$ cat config.mk
export PLATFORM = sky130hd
export DESIGN_NAME = line_raster_stream
export DESIGN_NICKNAME = d
export VERILOG_FILES = /design/src/rtl/line_raster_pkg.sv /design/src/rtl/line_raster_stream.sv
export SDC_FILE = /design/constraint.sdc
export NUM_CORES = 1
export LEC_CHECK = 0
export CAP_MARGIN = 40
export CORE_AREA = 2 2 184 186
export CTS_CLUSTER_DIAMETER = 80
export DETAILED_ROUTE_END_ITERATION = 16
export DIE_AREA = 0 0 186 188
export PLACE_DENSITY = 0.7
export RECOVER_POWER = 100
export SLEW_MARGIN = 5
export SYNTH_ARGS = -nofsm -noshare
export SYNTH_HDL_FRONTEND = slang
export SYNTH_SLANG_ARGS = --single-unit
$ cat constraint.sdc
create_clock -name clk_in -period 8.4 [get_ports clk_in]
set_clock_uncertainty 0.1 [all_clocks]
set_input_delay 0.84 -clock clk_in [delete_from_list [all_inputs] [get_ports clk_in]]
set_output_delay 0.84 -clock clk_in [all_outputs]
set_load 0.02 [all_outputs]
$ cat src/rtl/line_raster_pkg.sv
// Shared raster types and helpers for the line, fill and triangle rasterisers.
// Latency: none; this file holds types and pure functions only.
// Backpressure: none; nothing here is clocked.
package line_raster_pkg;

    typedef enum logic [2:0] {
        ST_IDLE,
        ST_INIT,
        ST_SETUP,
        ST_STEP,
        ST_FLUSH,
        ST_DONE
    } raster_state_t;

    // Helpers work at a fixed maximum coordinate width.
    // Callers sign-extend into coord_max_t and slice the result back down,
    // so any COORD_WIDTH below COORD_MAX_W is served by the same function.
    localparam int COORD_MAX_W = 32;
    typedef logic signed [COORD_MAX_W-1:0] coord_max_t;

    // |a-b|, computed one bit wider than the inputs so it never overflows.
    function automatic logic [COORD_MAX_W:0] abs_diff(input coord_max_t a, input coord_max_t b);
        logic signed [COORD_MAX_W:0] d;
        d = {a[COORD_MAX_W-1], a} - {b[COORD_MAX_W-1], b};
        return d[COORD_MAX_W] ? -d : d;
    endfunction

    // Inside the viewport 0..w-1 by 0..h-1, using a signed compare.
    function automatic logic in_viewport(input coord_max_t x, input coord_max_t y,
                                         input int w, input int h);
        return !x[COORD_MAX_W-1] && (x < w) && !y[COORD_MAX_W-1] && (y < h);
    endfunction

endpackage

$ cat src/rtl/line_raster_stream.sv
// Bresenham line rasteriser covering all octants, with viewport clipping and a one-entry pixel output register.
// Latency: first pixel is valid 3 cycles after command accept; then 1 point/cycle; clipped points cost 1 cycle each.
// Backpressure: a stalled visible point waits for pix_ready; pix_* hold stable while pix_valid && !pix_ready.
// Ports: cmd_* is a valid/ready command carrying endpoints and attr. pix_* is a valid/ready pixel stream.
//        busy, done and pix_count are status outputs. clk_in is the clock; rst_n_in is an async active-low reset.
module line_raster_stream
    import line_raster_pkg::*;
#(
    parameter int COORD_WIDTH = 16,
    parameter int ATTR_WIDTH  = 8,
    parameter int SCREEN_W    = 320,
    parameter int SCREEN_H    = 180,
    parameter bit CLIP_EN     = 1'b1
) (
    input  logic                          clk_in,
    input  logic                          rst_n_in,
    input  logic                          cmd_valid,
    output logic                          cmd_ready,
    input  logic signed [COORD_WIDTH-1:0] cmd_x0,
    input  logic signed [COORD_WIDTH-1:0] cmd_y0,
    input  logic signed [COORD_WIDTH-1:0] cmd_x1,
    input  logic signed [COORD_WIDTH-1:0] cmd_y1,
    input  logic [ATTR_WIDTH-1:0]         cmd_attr,
    output logic                          pix_valid,
    input  logic                          pix_ready,
    output logic signed [COORD_WIDTH-1:0] pix_x,
    output logic signed [COORD_WIDTH-1:0] pix_y,
    output logic [ATTR_WIDTH-1:0]         pix_attr,
    output logic                          busy,
    output logic                          done,
    output logic [COORD_WIDTH:0]          pix_count
);

    localparam int ERR_W = COORD_WIDTH + 2;
    localparam logic signed [COORD_WIDTH-1:0] C_ONE    = COORD_WIDTH'(1);
    localparam logic [COORD_WIDTH:0]          CNT_ONE  = (COORD_WIDTH+1)'(1);
    localparam logic signed [ERR_W-1:0]       ERR_ZERO = '0;

    raster_state_t                 state;
    logic signed [COORD_WIDTH-1:0] x0_q, y0_q, x1_q, y1_q, cur_x, cur_y;
    logic [ATTR_WIDTH-1:0]         attr_q;
    logic signed [COORD_WIDTH:0]   dx, dy;
    logic                          sx_neg, sy_neg;
    logic signed [ERR_W-1:0]       err, e2, dx_w, dy_w, err_nxt;
    logic [COORD_MAX_W:0]          adx_full, ady_full;
    logic [COORD_MAX_W-COORD_WIDTH-1:0] unused_adiff_hi;
    logic                          visible, adv, load, at_end, step_x, step_y;

    assign adx_full = abs_diff(coord_max_t'(x1_q), coord_max_t'(x0_q));
    assign ady_full = abs_diff(coord_max_t'(y1_q), coord_max_t'(y0_q));
    // The upper bits are always zero for legal COORD_WIDTH inputs.
    assign unused_adiff_hi = adx_full[COORD_MAX_W:COORD_WIDTH+1] ^ ady_full[COORD_MAX_W:COORD_WIDTH+1];

    assign visible = !CLIP_EN ||
                     in_viewport(coord_max_t'(cur_x), coord_max_t'(cur_y), SCREEN_W, SCREEN_H);
    // A clipped point never waits on the output register; it is just skipped.
    assign adv     = (state == ST_STEP) && (!visible || !pix_valid || pix_ready);
    assign load    = adv && visible;
    assign at_end  = (cur_x == x1_q) && (cur_y == y1_q);

    assign dx_w    = ERR_W'(dx);
    assign dy_w    = ERR_W'(dy);
    assign e2      = err <<< 1;
    assign step_x  = (e2 >= dy_w);
    assign step_y  = (e2 <= dx_w);
    // Diagonal steps apply both corrections in the same cycle.
    assign err_nxt = err + (step_x ? dy_w : ERR_ZERO) + (step_y ? dx_w : ERR_ZERO);

    always_ff @(posedge clk_in or negedge rst_n_in) begin
        if (!rst_n_in) begin
            state     <= ST_IDLE;
            cmd_ready <= 1'b1;
            busy      <= 1'b0;
            done      <= 1'b0;
            pix_valid <= 1'b0;
            pix_x     <= '0;
            pix_y     <= '0;
            pix_attr  <= '0;
            pix_count <= '0;
            x0_q      <= '0;
            y0_q      <= '0;
            x1_q      <= '0;
            y1_q      <= '0;
            cur_x     <= '0;
            cur_y     <= '0;
            attr_q    <= '0;
            dx        <= '0;
            dy        <= '0;
            sx_neg    <= 1'b0;
            sy_neg    <= 1'b0;
            err       <= '0;
        end else begin
            done <= 1'b0;

            // Output register: a new load wins over a drain in the same cycle.
            if (load) begin
                pix_valid <= 1'b1;
                pix_x     <= cur_x;
                pix_y     <= cur_y;
                pix_attr  <= attr_q;
                pix_count <= pix_count + CNT_ONE;
            end else if (pix_ready) begin
                pix_valid <= 1'b0;
            end

            case (state)
                ST_IDLE: begin
                    if (cmd_valid) begin
                        x0_q      <= cmd_x0;
                        y0_q      <= cmd_y0;
                        x1_q      <= cmd_x1;
                        y1_q      <= cmd_y1;
                        attr_q    <= cmd_attr;
                        pix_count <= '0;
                        cmd_ready <= 1'b0;
                        busy      <= 1'b1;
                        state     <= ST_INIT;
                    end
                end
                ST_INIT: begin
                    dx     <= adx_full[COORD_WIDTH:0];
                    dy     <= -$signed(ady_full[COORD_WIDTH:0]);
                    sx_neg <= !(x0_q < x1_q);
                    sy_neg <= !(y0_q < y1_q);
                    state  <= ST_SETUP;
                end
                ST_SETUP: begin
                    err   <= dx_w + dy_w;
                    cur_x <= x0_q;
                    cur_y <= y0_q;
                    state <= ST_STEP;
                end
                ST_STEP: begin
                    if (adv) begin
                        if (at_end) begin
                            state <= ST_FLUSH;
                        end else begin
                            err <= err_nxt;
                            if (step_x) cur_x <= sx_neg ? cur_x - C_ONE : cur_x + C_ONE;
                            if (step_y) cur_y <= sy_neg ? cur_y - C_ONE : cur_y + C_ONE;
                        end
                    end
                end
                ST_FLUSH: begin
                    if (!pix_valid || pix_ready) begin
                        done  <= 1'b1;
                        state <= ST_DONE;
                    end
                end
                ST_DONE: begin
                    cmd_ready <= 1'b1;
                    busy      <= 1'b0;
                    state     <= ST_IDLE;
                end
                default: state <= ST_IDLE;
            endcase
        end
    end

endmodule

==> results.yml, run 1 <==
cts:
  cts.htree.levels: 1
  cts_buffers: 28
  cts-resized-gates: 0
  clk_latency_ns: 0.55
  cts-root-buf: "clkbuf_16"
  cts_sinks: 221
  clkSlewWorstSetupHoldPaths_ns: 0.06
  hold_buffers: 0
  post_cts_buffers: 0
  cts_tree: "built"
  cts_buffer_depth: 3
worst_setup_path:
  crit_fanout: 17
  path_class: "register to register"
  timing.rr.start: "err[2]"
  cp-end-kind: "register"
  crit_start: "err[2]"
  arrival_ns: 6.92
  cp.required_ns: 8.72
  startpoint_type: "register"
synth:
  yosys.area.top_type: "dfrtp_1"
  yosysSeqAreaShare: 0.3408
  synthesis.area_um2: 16230
  synth_nets: 2046
  synth_top_cell_area_share: 0.3391
  postSynthAreaPerCell_um2: 8.924
  synth_cell_types: 89
  synth_area_leaders: "dfrtp_1 (34%), ha_1 (9.9%), xnor2_1 (4.7%)"
  synthArstFlopShare: 1.000
  synth_common_cells: "dfrtp_1 (220), nand2_1 (168), nor2_1 (146), o21ai_0 (132), ha_1 (129)"
  ys_warn_count: 0
  synth-edff-count: 0
  synth.most_common_cell: "dfrtp_1"
  ys_ff_latch: 221
  netlist_instances: 1819
  synth_ff_type: "dfrtp_1"
drt:
  drt-initial-drc-count: 808
  via_per_inst: 5.674
  vias: 13660
  avgRoutedWirePerCell_um: 18.02
  drcViolationCount: 0
  wl_mm: 43.38
  final_antenna_net_count: 0
  first_pass_iters: 5
floorplan:
  die-height_um: 188
  fp-row-count: 67
  start_util: 0.4902
  die_area_um2: 34970
  io_pins: 137
  die_w_um: 186
  core_area_um2: 33110
timing:
  hold_viol: 0
  setup_tns_ns: 0
  worst_slew_pin_slew_ns: 5.437
  finalMaxSlewViolations: 339
  finalSetupViolCount: 0
  fin_crit_sh: 0.7856
  min_period_ns: 6.599
  slew_headroom: -2.624
  fmax_mhz: 151.5
  grt_setup_unrepaired: "no"
placement:
  hpwl_mm: 32.53
  place.gp.congestion: 0.9257
  portBuffers: 136
  placed_cell_area_um2: 18090
hold_path:
  hold_start: "pix_x[15]"
  hp-class: "register to register"
finish:
  n_fill_cell: 2979
  regArea_um2: 5532
  nets: 2164
  multi_input_area_um2: 10010
  drive_gt1_frac: 0.07912
  antenna_cells: 0
  final_cell_area_um2: 18980
  area_delta_synth_final_pct: 16.92
global_route:
  grt_start_max_net_pins: 96
  antenna_found_initial: 0
  grt_pass1_vias: 13550
  grt_pass1_wl_mm: 70.35
  grt_use_total: 0.2501
  grt_overflow_total: 0
outcome:
  outcome: "complete, but fails checks"
  violations: "max-capacitance violations, max-slew violations"
run:
  cap_violations: 6
[cells by family (layout without fill, tap and decap cells)]
kind of cell | after synthesis | in the layout | share of synthesized area
flip-flops | 221 | 221 | 0.3408
multiplexers | 72 | 72 | 0.04956
AND/OR/NAND/NOR | 586 | 586 | 0.1754
AO/OA/AOI/OAI | 456 | 456 | 0.1791
buffers and inverters | 175 | 315 | 0.04185
adder cells (fa/ha/maj) | 151 | 151 | 0.1266
XOR/XNOR | 158 | 158 | 0.08687
[per-stage QoR]
step	utilization	hold slack (ns)	std cells	setup slack (ns)
3_3_place_gp	0.5448	0.3839	2353	2.457
6_report	0.5732	0.3961	2407	1.801
2_1_floorplan	-	0.3750	1819	3.178
5_1_grt	0.5732	0.4136	2407	1.335
3_5_place_dp	0.5462	0.3889	2355	2.287
4_1_cts	0.5765	0.2697	2407	2.263
[sequential cells by signal (all words and copies together) (netlist names)]
signal / flops
x0_q: 16
pix_count: 17
attr_q: 8
pix_valid: 1
sy_neg: 1
busy: 1
dy: 17
cmd_ready: 1
sx_neg: 1
y1_q: 16
pix_y: 16
err: 17
y0_q: 16
pix_x: 16
state: 3
done: 1
cur_y: 16
x1_q: 16
dx: 17
cur_x: 16
pix_attr: 8
[worst max-delay path, stage by stage (launching register included)]
cell       delay [ns]
dfrtp_1          0.45
ha_1             0.32
a21o_1           0.16
a21o_1           0.18
a211o_1          0.32
a2bb2oi_1        0.26
o211ai_1         0.18
o21a_1           0.22
o21ai_0          0.09
clkbuf_1         0.62
and2_0           0.25
fa_1             0.45
ha_1             0.33
a211oi_1         0.34
o21ai_0          0.16
a21oi_1          0.25
o21bai_1         0.13
a41o_1           0.29
o41ai_1          0.41
o21a_1           0.28
o21ai_0          0.14
xnor2_1          0.18
mux2i_1          0.09
mux2_2           0.28
[cells in the final DEF, fill, tap and decap left out, types with 39 or more instances in the layout]
master	instances
dfrtp_1	220
nand2_1	167
nor2_1	146
o21ai_0	137
ha_1	129
a21oi_1	122
inv_1	108
xnor2_1	87
clkdlybuf4s50_1	72
xor2_1	69
mux2_2	67
dlygate4sd3_1	63
nand3_1	41
nor3_1	39
[path summary, 6_finish.rpt]
path	endpoint	slack [ns]	cells past startpoint
max	err[16]	1.80	23
min	pix_x[15]	0.40	1
max reg2reg	err[16]	1.80	23
min reg2reg	pix_x[15]	0.40	1
max in group asynchronous	dx[3]	2.65	2
min in group asynchronous	pix_y[0]	2.20	1
[routing by layer]
layer | global-route usage | vias up | share of wire
met1 | 0.3499 | 6572 | 0.46
li1 | - | 6665 | -
met2 | 0.4078 | 339 | 0.46
met3 | 0.03088 | 82 | 0.045
met4 | 0.06905 | 0 | 0.028
met5 | 0 | - | 0
[final cells by class]
type                       count  share of cell area
clock buffer                  36             0.04173
clock inverter                16             0.01108
inverter                     108             0.02136
multi-input combinational   1423              0.5272
sequential                   221              0.2914
tap                          448             0.02953
timing repair buffer         155             0.07766
Power of run 1 is left out: the tool's default activity adds up to more than one toggle a clock period on the data nets, which glitch-free logic cannot reach.
==> run 2: changes to the inputs <==
- clock period: 8.4 -> 6.9 ns (I/O delays scaled with it)
==> results.yml, run 2 (synthesized netlist as in run 1, its figures left out) <==
floorplan:
  die_w_um: 186
  die_area_um2: 34970
  fp-row-count: 67
  io_pins: 137
  start_util: 0.4902
  core_area_um2: 33110
  die-height_um: 188
cts:
  cts_tree: "built"
  cts-resized-gates: 0
  post_cts_buffers: 0
  cts.htree.levels: 1
  cts-root-buf: "clkbuf_16"
  clk_latency_ns: 0.54
  cts_sinks: 221
  clkSlewWorstSetupHoldPaths_ns: 0.06
  cts_buffers: 27
  cts_buffer_depth: 3
finish:
  antenna_cells: 0
  multi_input_area_um2: 10010
  nets: 2163
  most-common-layout-cells: "dfrtp_1 (220), nand2_1 (167), nor2_1 (146)"
  final_cell_count_no_fill: 2404
  layout_commonest_cell: "dfrtp_1"
  drive_gt1_frac: 0.07873
  n_fill_cell: 2947
  regArea_um2: 5532
  area_delta_synth_final_pct: 16.38
run:
  cap_violations: 7
timing:
  finalMaxSlewViolations: 467
  setup_slack_ns: 0.5966
  setup_tns_ns: 0
  finalSetupViolCount: 0
  grt_setup_unrepaired: "no"
  hold_viol: 0
  worst_slew_pin_slew_ns: 2.471
  fin_crit_sh: 0.9135
  min_period_ns: 6.303
  slew_headroom: -0.6473
  holdWs_ns: 0.3929
  fmax_mhz: 158.6
worst_setup_path:
  crit_path_top_delay_cell: "o21ai_0"
  cpMostUsedCell: "o21ai_0"
  cp.required_ns: 7.22
  arrival_ns: 6.62
  path_delay_family: "compound AO/OA/AOI/OAI gates"
  crit_fanout: 6
  cp-end-kind: "register"
  crit_chain: "inv_1 -> ha_1 -> nand3_1 -> or3_1 -> nor2_1 -> a2bb2oi_1 -> and2_0 -> o21ai_0 -> and2_0 -> fa_1 -> ha_1 -> inv_1 -> fa_1 -> nor2b_1 -> o21ai_0 -> a21boi_0 -> o21ai_0 -> a21oi_1 -> a41o_1 -> o41ai_1 -> o21ai_0 -> xnor2_1 -> o22ai_1 -> mux2_2"
  path_buf_inv: 2
  startpoint_type: "register"
  critPathMaxStageDelay_ns: 0.67
  path_class: "register to register"
drt:
  vias: 13590
  drt-initial-drc-count: 745
  via_per_inst: 5.651
  wl_mm: 42.75
  final_antenna_net_count: 0
  drcViolationCount: 0
  avgRoutedWirePerCell_um: 17.78
  first_pass_iters: 5
global_route:
  grt_start_max_net_pins: 180
  antenna_found_initial: 0
  grt_pass1_vias: 13450
  grt_overflow_total: 0
  grt_use_total: 0.2500
  grt_pass1_wl_mm: 70.61
placement:
  dp_cells: 2354
  place.gp.congestion: 0.9118
  hpwl_mm: 32.17
  portBuffers: 136
  place_ws_ns: 0.6790
outcome:
  outcome: "complete, but fails checks"
  violations: "max-capacitance violations, max-slew violations"
hold_path:
  hp-class: "register to register"
-- run 2: area by class of cell --
| type | count | share of cell area |
|---|---|---|
| clock buffer | 37 | 0.04199 |
| tap | 448 | 0.02967 |
| clock inverter | 12 | 0.006755 |
| sequential | 221 | 0.2928 |
| inverter | 108 | 0.02146 |
| multi-input combinational | 1423 | 0.5297 |
| timing repair buffer | 155 | 0.07762 |
-- run 2: layer usage --
metal | share of wire | routed length [um] | global-route usage
met4 | 0.028 | 1193 | 0.07268
met3 | 0.048 | 2036 | 0.02680
met1 | 0.46 | 19640 | 0.3499
met5 | 0 | 0 | 0
met2 | 0.46 | 19870 | 0.4088
-- run 2: worst paths after layout --
check	start	endpoint	slack, ns	cells past startpoint
worst max register to register	dx[16]	err[15]	0.60	24
worst min register to register	pix_y[15]	pix_y[15]	0.39	1
min in group asynchronous	rst_n_in	pix_y[3]	1.35	2
worst min-delay path	pix_y[15]	pix_y[15]	0.39	1
max in group asynchronous	rst_n_in	dx[0]	1.71	3
worst max-delay path	dx[16]	err[15]	0.60	24
-- run 2: worst register-to-register path: cells and delay by family (launching register included) --
family,cells,cell delay (ns)
simple gates,6,1.14
fa+ha+maj,4,1.22
buf+inv,2,0.20
mux,1,0.28
xor+xnor,1,0.20
compound gates,10,2.65
flops,1,0.38
-- run 2: repair_timing --
action                     CTS  global route
hold buffers                 1             0
hold endpoints to repair    42             0
setup endpoints to repair    0             0
-- run 2: per-stage QoR --
step             util  area [um2]
4_1_cts        0.5739       19000
6_report       0.5705       18890
3_5_place_dp   0.5457       18070
3_3_place_gp   0.5451       18050
2_1_floorplan       -       16230
5_1_grt        0.5705       18890
Power of run 2 is left out for the same reason.
